$ cat src/rtl/nonce_tx_scheduler_pkg.sv
// Shared types and constants for the nonce transmit scheduler: FSM state
// encoding, frame geometry and the core-index byte format.
package nonce_tx_scheduler_pkg;

  typedef enum logic [2:0] {
    S_IDLE   = 3'd0,
    S_ARB    = 3'd1,
    S_LOAD   = 3'd2,
    S_SETTLE = 3'd3,
    S_WAIT   = 3'd4,
    S_DONE   = 3'd5
  } state_e;

  localparam int FRAME_BYTES = 5;
  localparam int NONCE_BYTES = 4;
  localparam int CORE_IDX_W  = 3;

  // First byte of every frame: core index in the low 3 bits, upper 5 bits zero.
  function automatic logic [7:0] core_byte(input logic [CORE_IDX_W-1:0] idx);
    return {5'b00000, idx};
  endfunction

endpackage

$ cat src/rtl/nonce_tx_scheduler_if.sv
// Bundle of miner-side, uart-side and status signals of the nonce scheduler.
interface nonce_tx_if #(
  parameter int NUM_CORES   = 4,
  parameter int NONCE_WIDTH = 32
);
  import nonce_tx_scheduler_pkg::*;

  // Handshakes: found[i] is a one-cycle valid with no ready; a result is always
  // taken into its slot or, if the slot is full, dropped and flagged in overflow.
  // tx_wr_en is a one-cycle strobe; the next strobe waits until tx_busy, sampled
  // after a settle delay, reads 0.
  logic [NUM_CORES-1:0]             found;
  logic [NUM_CORES*NONCE_WIDTH-1:0] nonce_in;
  logic                             tx_busy;
  logic [7:0]                       tx_data;
  logic                             tx_wr_en;
  logic [NUM_CORES-1:0]             pending;
  logic [NUM_CORES-1:0]             overflow;
  logic [2:0]                       active_core;
  logic [31:0]                      frames_sent;
  logic                             busy;
  state_e                           fsm_state;

  modport master (
    output found, nonce_in, tx_busy,
    input  tx_data, tx_wr_en, pending, overflow, active_core, frames_sent, busy, fsm_state
  );

  modport slave (
    input  found, nonce_in, tx_busy,
    output tx_data, tx_wr_en, pending, overflow, active_core, frames_sent, busy, fsm_state
  );

endinterface

$ cat src/rtl/nonce_tx_scheduler_rr_arbiter.sv
// Round-robin arbiter: pointer register plus a combinational search that
// starts at the core after the last one granted.
module rr_arbiter #(
  parameter int NUM_CORES = 4
) (
  input  logic                 clock,
  input  logic                 reset,
  input  logic [NUM_CORES-1:0] req,
  input  logic                 advance,
  output logic [NUM_CORES-1:0] grant,
  output logic [2:0]           grant_idx
);

  logic [2:0] ptr_q;
  logic       hit;

  always_ff @(posedge clock or negedge reset) begin
    if (!reset) begin
      ptr_q <= 3'd0;
    end else if (advance) begin
      ptr_q <= (int'(grant_idx) == NUM_CORES - 1) ? 3'd0 : grant_idx + 3'd1;
    end
  end

  always_comb begin
    grant     = '0;
    grant_idx = 3'd0;
    hit       = 1'b0;
    for (int off = 0; off < NUM_CORES; off++) begin
      for (int i = 0; i < NUM_CORES; i++) begin
        if (!hit && req[i] && (i == (int'(ptr_q) + off) % NUM_CORES)) begin
          hit       = 1'b1;
          grant[i]  = 1'b1;
          grant_idx = 3'(i);
        end
      end
    end
  end

endmodule

$ cat src/rtl/nonce_tx_scheduler.sv
// Captures winning nonces from several cores and serialises each one as a
// 5-byte frame (core index, nonce MSB first) onto a shared uart byte port.
module nonce_tx_scheduler
  import nonce_tx_scheduler_pkg::*;
#(
  parameter int NUM_CORES     = 4,
  parameter int NONCE_WIDTH   = 32,
  parameter int SETTLE_CYCLES = 2
) (
  input  logic       clock,
  input  logic       reset,
  nonce_tx_if.slave  bus
);

  localparam int FW = FRAME_BYTES * 8;
  localparam int SW = (SETTLE_CYCLES > 1) ? $clog2(SETTLE_CYCLES) : 1;

  if (NUM_CORES < 1 || NUM_CORES > 8) begin : g_bad_cores
    $error("nonce_tx_scheduler: NUM_CORES must be in 1..8");
  end
  if (NONCE_WIDTH != NONCE_BYTES * 8) begin : g_bad_width
    $error("nonce_tx_scheduler: NONCE_WIDTH must be 32");
  end
  if (SETTLE_CYCLES < 1) begin : g_bad_settle
    $error("nonce_tx_scheduler: SETTLE_CYCLES must be at least 1");
  end

  state_e                 state, next_state;
  logic [NONCE_WIDTH-1:0] slot_q [NUM_CORES];
  logic [NUM_CORES-1:0]   pending_q, overflow_q, grant;
  logic [2:0]             grant_idx, active_q, byte_idx;
  logic [NONCE_WIDTH-1:0] sel_nonce;
  logic [FW-1:0]          frame_q;
  logic [SW-1:0]          settle_cnt;
  logic [7:0]             tx_data_q;
  logic [31:0]            frames_q;
  logic                   arb_fire, settle_done;
  logic                   tx_wr_en, busy;
  logic [7:0]             tx_data;

  assign arb_fire    = (state == S_ARB);
  assign settle_done = (settle_cnt == SW'(SETTLE_CYCLES - 1));

  rr_arbiter #(.NUM_CORES(NUM_CORES)) u_arb (
    .clock     (clock),
    .reset     (reset),
    .req       (pending_q),
    .advance   (arb_fire),
    .grant     (grant),
    .grant_idx (grant_idx)
  );

  always_comb begin
    sel_nonce = '0;
    for (int i = 0; i < NUM_CORES; i++) begin
      if (grant[i]) sel_nonce = slot_q[i];
    end
  end

  // A slot granted this cycle counts as empty, so a same-cycle found refills it.
  always_ff @(posedge clock or negedge reset) begin
    if (!reset) begin
      pending_q  <= '0;
      overflow_q <= '0;
      for (int i = 0; i < NUM_CORES; i++) slot_q[i] <= '0;
    end else begin
      for (int i = 0; i < NUM_CORES; i++) begin
        if (bus.found[i]) begin
          if (!pending_q[i] || (arb_fire && grant[i])) begin
            slot_q[i]    <= bus.nonce_in[i*NONCE_WIDTH +: NONCE_WIDTH];
            pending_q[i] <= 1'b1;
          end else begin
            overflow_q[i] <= 1'b1;
          end
        end else if (arb_fire && grant[i]) begin
          pending_q[i] <= 1'b0;
        end
      end
    end
  end

  always_ff @(posedge clock or negedge reset) begin
    if (!reset) state <= S_IDLE;
    else        state <= next_state;
  end

  always_comb begin
    next_state = state;
    unique case (state)
      S_IDLE:   if (|pending_q) next_state = S_ARB;
      S_ARB:    next_state = S_LOAD;
      S_LOAD:   next_state = S_SETTLE;
      S_SETTLE: if (settle_done) next_state = S_WAIT;
      S_WAIT:   if (!bus.tx_busy) next_state = (byte_idx < 3'(NONCE_BYTES)) ? S_LOAD : S_DONE;
      S_DONE:   next_state = S_IDLE;
      default:  next_state = S_IDLE;
    endcase
  end

  always_comb begin
    tx_wr_en = (state == S_LOAD);
    tx_data  = (state == S_LOAD) ? frame_q[FW-1 -: 8] : tx_data_q;
    busy     = (state != S_IDLE);
  end

  always_ff @(posedge clock or negedge reset) begin
    if (!reset) begin
      frame_q    <= '0;
      active_q   <= 3'd0;
      byte_idx   <= 3'd0;
      settle_cnt <= '0;
      tx_data_q  <= 8'd0;
      frames_q   <= 32'd0;
    end else begin
      unique case (state)
        S_ARB: begin
          frame_q  <= {core_byte(grant_idx), sel_nonce};
          active_q <= grant_idx;
          byte_idx <= 3'd0;
        end
        S_LOAD: begin
          frame_q    <= frame_q << 8;
          tx_data_q  <= frame_q[FW-1 -: 8];
          settle_cnt <= '0;
        end
        S_SETTLE: if (!settle_done) settle_cnt <= settle_cnt + 1'b1;
        S_WAIT:   if (!bus.tx_busy && byte_idx < 3'(NONCE_BYTES)) byte_idx <= byte_idx + 3'd1;
        S_DONE:   frames_q <= frames_q + 32'd1;
        default: ;
      endcase
    end
  end

  assign bus.tx_data     = tx_data;
  assign bus.tx_wr_en    = tx_wr_en;
  assign bus.pending     = pending_q;
  assign bus.overflow    = overflow_q;
  assign bus.active_core = active_q;
  assign bus.frames_sent = frames_q;
  assign bus.busy        = busy;
  assign bus.fsm_state   = state;

endmodule

$ cat src/flat_wrapper.sv
// flat-port wrapper written by rule: the top's interface ports become plain ports
module nonce_tx_scheduler_flat import nonce_tx_scheduler_pkg::*;
#(
  parameter int NUM_CORES     = 4,
  parameter int NONCE_WIDTH   = 32,
  parameter int SETTLE_CYCLES = 2
)
  (clock, reset, bus_found, bus_nonce_in, bus_tx_busy, bus_tx_data, bus_tx_wr_en, bus_pending, bus_overflow, bus_active_core, bus_frames_sent, bus_busy, bus_fsm_state);
  nonce_tx_if #(.NUM_CORES(NUM_CORES), .NONCE_WIDTH(NONCE_WIDTH)) bus_i ();
  input  logic clock;
  input  logic reset;
  input wire logic [$bits(bus_i.found)-1:0] bus_found;
  input wire logic [$bits(bus_i.nonce_in)-1:0] bus_nonce_in;
  input wire logic [$bits(bus_i.tx_busy)-1:0] bus_tx_busy;
  output wire logic [$bits(bus_i.tx_data)-1:0] bus_tx_data;
  output wire logic [$bits(bus_i.tx_wr_en)-1:0] bus_tx_wr_en;
  output wire logic [$bits(bus_i.pending)-1:0] bus_pending;
  output wire logic [$bits(bus_i.overflow)-1:0] bus_overflow;
  output wire logic [$bits(bus_i.active_core)-1:0] bus_active_core;
  output wire logic [$bits(bus_i.frames_sent)-1:0] bus_frames_sent;
  output wire logic [$bits(bus_i.busy)-1:0] bus_busy;
  output wire logic [$bits(bus_i.fsm_state)-1:0] bus_fsm_state;
  assign bus_i.found = bus_found;
  assign bus_i.nonce_in = bus_nonce_in;
  assign bus_i.tx_busy = bus_tx_busy;
  assign bus_tx_data = bus_i.tx_data;
  assign bus_tx_wr_en = bus_i.tx_wr_en;
  assign bus_pending = bus_i.pending;
  assign bus_overflow = bus_i.overflow;
  assign bus_active_core = bus_i.active_core;
  assign bus_frames_sent = bus_i.frames_sent;
  assign bus_busy = bus_i.busy;
  assign bus_fsm_state = bus_i.fsm_state;
  nonce_tx_scheduler #(.NUM_CORES(NUM_CORES), .NONCE_WIDTH(NONCE_WIDTH), .SETTLE_CYCLES(SETTLE_CYCLES)) u_core (.clock(clock), .reset(reset), .bus(bus_i));
endmodule
$ cat config.mk
export PLATFORM = sky130hd
export DESIGN_NAME = nonce_tx_scheduler_flat
export DESIGN_NICKNAME = d
export VERILOG_FILES = /design/src/rtl/nonce_tx_scheduler_pkg.sv /design/src/rtl/nonce_tx_scheduler_if.sv /design/src/rtl/nonce_tx_scheduler_rr_arbiter.sv /design/src/rtl/nonce_tx_scheduler.sv /design/src/flat_wrapper.sv
export SDC_FILE = /design/constraint.sdc
export NUM_CORES = 1
export LEC_CHECK = 0
export ABC_CLOCK_PERIOD_IN_PS = 2400
export CAP_MARGIN = 5
export CORE_MARGIN = 2
export CORE_UTILIZATION = 30
export DETAILED_ROUTE_END_ITERATION = 10
export SYNTH_ARGS = -nofsm -noshare
export SYNTH_HDL_FRONTEND = slang
export SYNTH_SLANG_ARGS = --single-unit
$ cat constraint.sdc
create_clock -name clock -period 2.4 [get_ports clock]
set_input_delay 0.48 -clock clock [delete_from_list [all_inputs] [get_ports clock]]
set_output_delay 0.48 -clock clock [all_outputs]
set_load 0.01 [all_outputs]
==> results of run 1 <==
[where the power goes]
group,leakage (nW),switching (mW),internal (mW)
clock network,0.417,1.60,2.39
logic,2.71,3.65,3.84
registers,2.80,1.13,5.42
[sequential cells by signal (all words and copies together) (netlist names)]
signal	count
u_core.bus.active_core	2
u_core.bus.frames_sent	32
u_core.bus.fsm_state	3
u_core.bus.overflow	4
u_core.bus.pending	4
u_core.byte_idx	3
u_core.frame_q	40
u_core.settle_cnt	1
u_core.slot_q	128
u_core.tx_data_q	8
u_core.u_arb.ptr_q	2
[metal layers]
layer	up-vias	GRT usage, %	wire [um]
met5	-	0	13
met4	2	4.562	828
met3	52	2.601	1406
met2	217	28.88	14940
met1	3813	21.53	12850
li1	3480	-	-
[kinds of logic after synthesis]
logic type                 count (synthesis)  share of synthesized area, %
other                                      1                       0.03629
DFF                                      227                         54.98
AOI/OAI and AO/OA                        184                         14.08
xor gates and xnor gates                  31                         2.628
buffers and inverters                     71                         3.669
adders and majority gates                  3                        0.3633
and+or+nand+nor                          186                         8.985
muxes                                    130                         15.26
[cell type report]
type,instances,share of cell area [%]
Antenna cell,1,0.01806
Clock buffer,37,5.435
Clock inverter,9,0.7494
Inverter,12,0.3611
Multi-Input combinational cell,535,31.00
Sequential cell,227,40.99
Tap cell,448,4.045
Timing Repair Buffer,237,17.40
[path summary, 6_finish.rpt]
path	depth (start not counted)	startpoint	end	slack, ns
min in group asynchronous	2	reset	u_core.bus.frames_sent[25]	0.51
max in group asynchronous	3	reset	u_core.frame_q[17]	1.23
min reg2reg	1	u_core.bus.overflow[3]	u_core.bus.overflow[3]	0.46
min	1	u_core.bus.overflow[3]	u_core.bus.overflow[3]	0.46
max reg2reg	8	u_core.u_arb.ptr_q[0]	u_core.frame_q[6]	0.20
max	6	u_core.bus.fsm_state[2]	bus_tx_data[7]	0.08
[worst max-delay path, cell delays in order (launching register included)]
cell,delay (ns)
dfrtp_1,0.38
nand2b_4,0.16
nand2b_4,0.18
buf_12,0.16
nand2_1,0.06
nand2_1,0.05
dlygate4sd2_1,0.30
[cells in the mapped netlist, types with 2 or more instances]
master     count
dfrtp_1      227
nand2_1      102
mux2_2        92
o221ai_1      32
mux2_4        30
clkbuf_1      27
o21ai_0       23
xnor2_1       23
a21oi_1       21
o22ai_1       19
a22oi_1       18
nor2_1        17
a2bb2oi_1     16
a221oi_1      14
a22o_1        14
nand3_1       13
buf_2         11
inv_1         11
a221oi_2      10
buf_4         10
buf_6          8
mux2_1         8
xor2_1         8
nand2b_1       7
nand4_1        7
and3b_2        5
nor3_1         4
and2_1         3
and3b_1        3
ha_1           3
or2_2          3
or3_1          3
a21o_1         2
and3_1         2
and4_1         2
buf_1          2
nand2_2        2
nor4b_1        2
o21bai_1       2
[metrics by stage]
stage / cells / util (%)
after detailed placement: 1454 / 38.32
after CTS: 1505 / 41.12
after global placement: 1454 / 38.32
after global routing: 1506 / 41.12
after floorplan: 833 / -
final: 1506 / 41.12
[what timing repair did]
action / in CTS / in global routing
gates resized for setup: 19 / 3
gates cloned: 1 / 0
hold buffers: 1 / 0
buffers inserted: 3 / 0
hold endpoints to repair: 60 / 0
endpoints found under the setup margin: 10 / 2
==> results.json, run 1 <==
{
  "status": "finished clean",
  "coreArea_um2": 33700,
  "cts_sinks": 227,
  "area_growth_pct": 34.12,
  "finalPower_mw": 18.04,
  "rsz0062_at_grt": "no",
  "crit_path_max_fanout": 12,
  "ys_ff_latch": 227,
  "power_density_nw_per_um2": 1301,
  "crit_arrival_ns": 1.84,
  "synth_top_flop_cell": "dfrtp_1",
  "cts_max_level": 1,
  "layout_commonest_cell": "dfrtp_1",
  "num_rows": 67,
  "layout_setup_ws_ns": 0.08314,
  "post_drt_via_cell_ratio": 5.023,
  "synth-edff-count": 0,
  "dpl_cell_area_um2": 12910,
  "seqCellArea_um2": 5680,
  "vias": 7564,
  "wl_um": 30050,
  "first_pass_iters": 5,
  "finish.instance_area_um2": 13860,
  "syn_inst": 833,
  "drc": 0,
  "layout_common_cells": "dfrtp_1 (227), clkdlybuf4s50_1 (178), nand2_1 (102)",
  "clock.fmax_ghz": 0.4316,
  "cts_tree": "built",
  "drv_cap": 0,
  "ys_seq_area_share_pct": 54.98,
  "yosysWarnings": 0,
  "dp_hpwl_um": 21280,
  "required_ns": 1.92,
  "clkTransAtPathRegs_ns": 0.06,
  "synth.distinct_cells": 66,
  "io_pins": 191,
  "pre_cts_slack_ns": 0.1429,
  "synth_area_leaders": "dfrtp_1 (55%), mux2_2 (10%), mux2_4 (4.4%)",
  "multi_input_area_um2": 4297,
  "synth_nets": 971,
  "routedWlPerCell_um": 19.95,
  "synth_top_area_cell": "dfrtp_1",
  "min_path_type": "register to register",
  "io_buffers": 189,
  "peakVddDrop_mv": 0.5970,
  "grtUsageTotal_pct": 16.62,
  "period_share_pct": 96.54,
  "cp-end-kind": "output port",
  "cts_buffer_depth": 3,
  "gp_congestion": 0.7884,
  "fin_crit_ns": 2.317,
  "hold_viol_final": 0,
  "first_global_vias": 7904,
  "drtIter0Drc": 341,
  "numCtsBuffers": 26,
  "die-height_um": 189.6,
  "die_w_um": 189.6,
  "drive_above_1_share_pct": 23.46,
  "tightest_slew_ns": 0.9982,
  "fin_worst_skew_ns": 0.008348,
  "yosys.area.top_type_share_pct": 54.98,
  "antenna_left": 0,
  "critical_path_class": "register to output port",
  "maxSlewViolCount": 0,
  "grt-ovfl-total": 0,
  "finalNetCount": 1177,
  "setup_viol_count_final": 0,
  "grt_first_pass_wirelength_um": 46240,
  "setup_tns_ns": 0,
  "critPathLaunchType": "register",
  "hold_slack_ns": 0.4630,
  "async_flop_share_pct": 100.0,
  "avgSynthCellArea_um2": 12.40,
  "p_leak_nw": 5.928,
  "fillers": 3218,
  "grt_start_max_net_pins": 67,
  "slew_headroom_pct": 33.15,
  "antenna_found_initial": 2,
  "synth_area_um2": 10330,
  "cts_root_buf": "clkbuf_16",
  "die-area_um2": 35940,
  "clk_latency_ns": 0.53,
  "start_util_pct": 30.66
}
Power figures use the tool's default switching activity.
==> run 2, diff against run 1 <==
- ABC_AREA: default -> 1
==> run 2 against run 1 <==
  * The run now ends with setup timing left
  * Via count increased by 28%
  * Maximum frequency down 5.3%
  * Area after synthesis is 4.8% higher
  * Critical path depth up 11
  * Non-clock buffer count rose by 35
==> results.json, run 2 <==
{
  "cts_buffer_depth": 3,
  "drtIter0Drc": 607,
  "num_rows": 69,
  "synth_area_leaders": "dfrtp_1 (52%), nand2_1 (19%), nand3_1 (5.2%)",
  "gp_congestion": 0.8438,
  "async_flop_share_pct": 100.0,
  "fin_worst_skew_ns": 0.02360,
  "clkPwrFrac_pct": 21.2,
  "io_buffers": 189,
  "post_drt_via_cell_ratio": 4.621,
  "synth.distinct_cells": 38,
  "synth_compound_gate_area_share_pct": 7.618,
  "critical_path_class": "register to register",
  "grt_start_max_net_pins": 74,
  "clk_latency_ns": 0.56,
  "setup_viol_count_final": 59,
  "synth_top_flop_cell": "dfrtp_1",
  "hold_viol_final": 0,
  "setup_tns_ns": -1.151,
  "grt_first_pass_wirelength_um": 50430,
  "critPathLaunchType": "register",
  "synth_nets": 1517,
  "power_density_nw_per_um2": 1310,
  "dp_hpwl_um": 22740,
  "ys_ff_latch": 227,
  "dpl_cell_area_um2": 13540,
  "seqPwrFrac_pct": 31.4,
  "start_util_pct": 30.43,
  "area_growth_pct": 41.14,
  "numCtsBuffers": 27,
  "top_register": "u_core.slot_q",
  "pre_cts_slack_ns": -0.02303,
  "synthMuxAreaShare_pct": 0.1040,
  "ys_seq_area_share_pct": 52.48,
  "min_path_type": "input pin to asynchronous set/reset pin",
  "rsz0062_at_grt": "yes",
  "clkTransAtPathRegs_ns": 0.06,
  "clock.fmax_ghz": 0.4085,
  "layout_common_cells": "nand2_1 (458), dfrtp_1 (223), clkdlybuf4s50_1 (178)",
  "drv_cap": 0,
  "power.switching_mw": 8.342,
  "reg2reg_to": "u_core.slot_q[99]",
  "maxSlewViolCount": 0,
  "wl_um": 32940,
  "cts_sinks": 227,
  "synth-simple-area-share_pct": 28.82,
  "antenna_left": 0,
  "endpoint": "u_core.slot_q[99]",
  "synth_commonest_cells": "nand2_1 (534), dfrtp_1 (227), inv_1 (137), nand3_1 (112), a21oi_1 (64)",
  "coreArea_um2": 35570,
  "yosysWarnings": 0,
  "cts_tree": "built",
  "period_share_pct": 102.0,
  "syn_inst": 1379,
  "diodes": 0,
  "cts_max_level": 1,
  "die_w_um": 194.0,
  "first_global_vias": 9405,
  "violations": "setup timing",
  "p_leak_nw": 7.656,
  "yosysMostFrequentCell": "nand2_1",
  "antenna_found_initial": 0,
  "reg2reg_slack_ns": -0.05,
  "synthXorXnorAreaFrac_pct": 2.508,
  "cp-end-kind": "register",
  "die-area_um2": 37620,
  "largest_reg_flops": 128,
  "finish.instance_area_um2": 15280,
  "routedWlPerCell_um": 15.73,
  "grt-ovfl-total": 0,
  "fin_crit_ns": 2.448,
  "crit_path_max_fanout": 16,
  "status": "complete, but fails checks",
  "peakVddDrop_mv": 0.6490,
  "layout_setup_ws_ns": -0.04774,
  "critPathLaunch": "u_core.u_arb.ptr_q[0]",
  "synth_top_area_cell": "dfrtp_1",
  "synth-edff-count": 0,
  "p_int_mw": 11.67,
  "die-height_um": 194.0,
  "synth_area_um2": 10820,
  "required_ns": 2.85,
  "synth_top_family_by_area": "simple AND/OR/NAND/NOR gates",
  "switching_share_pct": 41.68,
  "layout_commonest_cell": "nand2_1",
  "vias": 9677,
  "io_pins": 191,
  "pwr-share-comb_pct": 47.4,
  "grtUsageTotal_pct": 16.48,
  "crit-reg2reg-launch": "u_core.u_arb.ptr_q[0]",
  "crit_arrival_ns": 2.90,
  "first_pass_iters": 4,
  "synthAdderAreaFrac_pct": 0.3468,
  "drc": 0,
  "worst_r2r_path_depth": 17,
  "cts_root_buf": "clkbuf_16",
  "avgSynthCellArea_um2": 7.849,
  "drive_above_1_share_pct": 15.92,
  "finalNetCount": 1751,
  "yosys.area.top_type_share_pct": 52.48,
  "finalPower_mw": 20.01
}
## run 2: cell types whose count changed after synthesis, sizes merged, moves of 18 or more
cell / previous run / this run
nand2: 105 / 542
o21ai: 24 / 83
inv: 12 / 138
o22ai: 19 / 0
nand3: 13 / 114
a221oi: 24 / 0
o221ai: 32 / 0
nor2: 18 / 61
a22oi: 18 / 0
a21oi: 21 / 65
mux2: 130 / 1
## run 2: layer usage
metal / wire (um) / track usage, % / vias to the layer above
met3: 1580 / 2.679 / 51
li1: - / - / 4809
met5: 0 / 0 / -
met2: 15240 / 25.99 / 277
met1: 15280 / 23.63 / 4540
met4: 847 / 4.153 / 0
## run 2: worst max-delay path, cell delays in order, from the launching register on
cell and delay [ns]:
dfrtp_2 0.47, nor2_4 0.05, nand2_2 0.08, nand2_2 0.08, nor2_4 0.14, nand4_4 0.10, nor2_4 0.18, nand4_4 0.11
nor2_4 0.15, buf_6 0.12, nand2_1 0.08, nand2_4 0.12, nand2_1 0.08, nand2_2 0.18, nand2_4 0.10, clkbuf_16 0.19
nand2_1 0.07, nand2_1 0.05
## run 2: cell type report
class	instances	area, um2
fill	3598	20290
sequential	227	5685
inverter	141	534.3
multi-input combinational	944	4697
tap	461	576.8
clock inverter	13	167.7
timing repair buffer	272	2856
clock buffer	36	759.5
## run 2: how the worst min path moves through the flow
stage / startpoint / end / slack, ns
final: reset / u_core.bus.frames_sent[11] / 0.40
after global routing: reset / u_core.bus.frames_sent[11] / 0.42
after CTS: reset / u_core.bus.frames_sent[6] / 0.39
after detailed placement: reset / u_core.bus.frames_sent[2] / 0.37
after global placement: reset / u_core.bus.frames_sent[3] / 0.37
after floorplan: reset / u_core.bus.active_core[0] / 0.18
## run 2: logic make-up (layout without fill, tap and decap cells)
logic type                 count (synthesis)  count (layout)
DFF                                      227             227
other                                      1               1
AOI/OAI and AO/OA                        158             158
xor gates and xnor gates                  31              31
adders and majority gates                  3               3
and+or+nand+nor                          750             750
buffers and inverters                    208             462
muxes                                      1               1
## run 2: timing repair
item	4_1_cts	5_1_grt
resized for setup	54	144
pin swaps	0	15
cloned	2	7
hold buffers	1	0
buffers inserted	4	12
hold endpoints to repair	28	0
setup endpoints to repair	42	179
## run 2: through the flow
stage | util (%) | hold slack [ns] | std cells
CTS | 41.12 | 0.3939 | 2076
finish | 42.95 | 0.3997 | 2094
floorplan | - | 0.1844 | 1379
global route | 42.95 | 0.4192 | 2094
global placement | 38.06 | 0.3690 | 2020
detailed placement | 38.06 | 0.3711 | 2020
## run 2: power groups by stage
stage	registers, mW	logic (mW)	clock network, mW
2_1_floorplan	5.96	5.34	0
3_3_place_gp	6.17	8.10	0
3_5_place_dp	6.19	8.24	0
4_1_cts	6.15	8.54	4.34
5_1_grt	6.43	10.7	4.51
6_report	6.28	9.50	4.24
==> run 3, diff against run 2 <==
- GPL_TIMING_DRIVEN: default -> 1
- TNS_END_PERCENT: default -> 30
==> run 3 against run 2 <==
  * The flow still finishes with violations (setup timing)
  * Critical path depth decreased by 1
  * Power decreased by 2.5%
  * Count of clock-buffer cells in the layout unchanged
  * Maximum frequency about the same
  * Core utilization decreased by 0.95 points
  * Critical path type unchanged
  * Critical endpoint is now u_core.slot_q[94]
  * Largest power group unchanged
==> results.json, run 3 (same netlist as run 2, synthesis figures left out) <==
{
  "worst_r2r_path_depth": 16,
  "hold_slack_ns": 0.4040,
  "crit_path_max_fanout": 8,
  "io_buffers": 189,
  "violations": "setup timing",
  "numCtsBuffers": 27,
  "required_ns": 2.88,
  "layout_common_cells": "nand2_1 (501), dfrtp_1 (223), clkdlybuf4s50_1 (178)",
  "maxSlewViolCount": 0,
  "min_path_type": "input pin to asynchronous set/reset pin",
  "clock.fmax_ghz": 0.4087,
  "layout_commonest_cell": "nand2_1",
  "clkTransAtPathRegs_ns": 0.06,
  "grt-ovfl-total": 0,
  "first_pass_iters": 5,
  "critPathLaunchType": "register",
  "rsz0062_at_grt": "yes",
  "wl_um": 32350,
  "cts_sinks": 227,
  "coreArea_um2": 35570,
  "cts_buffer_depth": 3,
  "top_register": "u_core.slot_q",
  "vias": 9601,
  "antenna_found_initial": 0,
  "wl_met3_um": 1606,
  "fillers": 3631,
  "pre_cts_slack_ns": -0.02303,
  "met1Wirelength_um": 15060,
  "critical_path_class": "register to register",
  "multi_input_area_um2": 4523,
  "status": "complete, but fails checks",
  "grtUsageTotal_pct": 16.11,
  "power_density_nw_per_um2": 1307,
  "routed.top_layer": "met4",
  "grt_first_pass_wirelength_um": 49490,
  "start_util_pct": 30.43,
  "layout_setup_ws_ns": -0.04680,
  "die_w_um": 194.0,
  "place_inst": 2020,
  "finish.instance_area_um2": 14940,
  "area_growth_pct": 38.03,
  "clk_latency_ns": 0.56,
  "reg2reg_slack_ns": -0.05,
  "die-height_um": 194.0,
  "drtIter0Drc": 635,
  "diodes": 0,
  "crit-reg2reg-launch": "u_core.u_arb.ptr_q[1]",
  "cts_root_buf": "clkbuf_16",
  "antenna_left": 0,
  "setup_viol_count_final": 23,
  "largest_reg_flops": 128,
  "dpl_cell_area_um2": 13540,
  "p_leak_nw": 7.540,
  "peakVddDrop_mv": 0.6467,
  "die-area_um2": 37620,
  "cts_max_level": 1,
  "dp_hpwl_um": 22740,
  "drive_above_1_share_pct": 13.97,
  "finalNetCount": 1743,
  "routedWlPerCell_um": 15.51,
  "post_drt_via_cell_ratio": 4.603,
  "io_pins": 191,
  "first_global_vias": 9337,
  "wl_met2_um": 14810,
  "fin_worst_skew_ns": 0.02450,
  "cp-end-kind": "register",
  "cts_tree": "built",
  "seqCellArea_um2": 5685,
  "drv_cap": 0,
  "reg2reg_to": "u_core.slot_q[94]",
  "finalPower_mw": 19.52,
  "hold_viol_final": 0,
  "drc": 0,
  "period_share_pct": 101.9,
  "gp_congestion": 0.8438,
  "crit_arrival_ns": 2.93,
  "grt_start_max_net_pins": 74,
  "stdcell_count": 2086,
  "fin_crit_ns": 2.447,
  "num_rows": 69
}
## run 3: routing by layer
layer,vias to the layer above,global-route usage [%]
met3,49,2.609
met2,258,25.24
met4,0,4.097
li1,4796,-
met1,4498,23.22
met5,-,0
## run 3: repair_timing
action                     CTS  global route
hold buffers                 1             0
hold endpoints to repair    28             0
cloned                       0             8
gates resized for setup     46            97
pin swaps                    0            19
setup endpoints to repair   42           176
buffers inserted             0             8
## run 3: power by group
group / total, mW / internal, mW / switching (mW)
registers: 6.19 / 5.30 / 0.889
clock network: 4.23 / 2.56 / 1.67
logic: 9.11 / 3.53 / 5.58
total: 19.5 / 11.4 / 8.14
## run 3: how the worst max path moves through the flow
stage                            startpoint                    end  slack, ns  cells past startpoint
floorplan             u_core.bus.pending[1]  u_core.u_arb.ptr_q[1]       0.04                     14
global placement    u_core.bus.fsm_state[2]         bus_tx_data[2]       0.05                      5
detailed placement    u_core.u_arb.ptr_q[0]      u_core.frame_q[7]      -0.02                     15
CTS                   u_core.u_arb.ptr_q[0]      u_core.slot_q[95]    -0.0005                     14
global route          u_core.u_arb.ptr_q[0]      u_core.slot_q[94]      -0.19                     16
finish                u_core.u_arb.ptr_q[1]      u_core.slot_q[94]      -0.05                     16
## run 3: metrics by stage
stage	utilization [%]	setup TNS, ns
final	42.00	-0.4980
after global routing	42.00	-12.48
after CTS	40.78	-0.0005149
after detailed placement	38.06	-0.07789
after global placement	38.06	0
after floorplan	-	0
## run 3: worst max-delay path, cell delays in order (launching register included)
cell,delay [ns]
dfrtp_2,0.45
inv_2,0.08
nand3_2,0.08
nand2_2,0.08
nor2_4,0.14
nand4_4,0.10
nor2_4,0.17
nand4_4,0.11
nor2_4,0.17
nand3_2,0.12
nand2_4,0.15
nand2_4,0.07
a21oi_4,0.17
buf_12,0.16
clkbuf_16,0.18
nand2_1,0.06
o21ai_1,0.08
## run 3: layout make-up
cell class,count,share of cell area [%]
well taps,461,3.861
flip-flops and latches,227,38.05
repair buffers,263,17.98
clock buffers,36,5.083
clock inverters,13,1.122
inverters,141,3.576
multi-input cells,944,30.27
repair inverters,1,0.05025
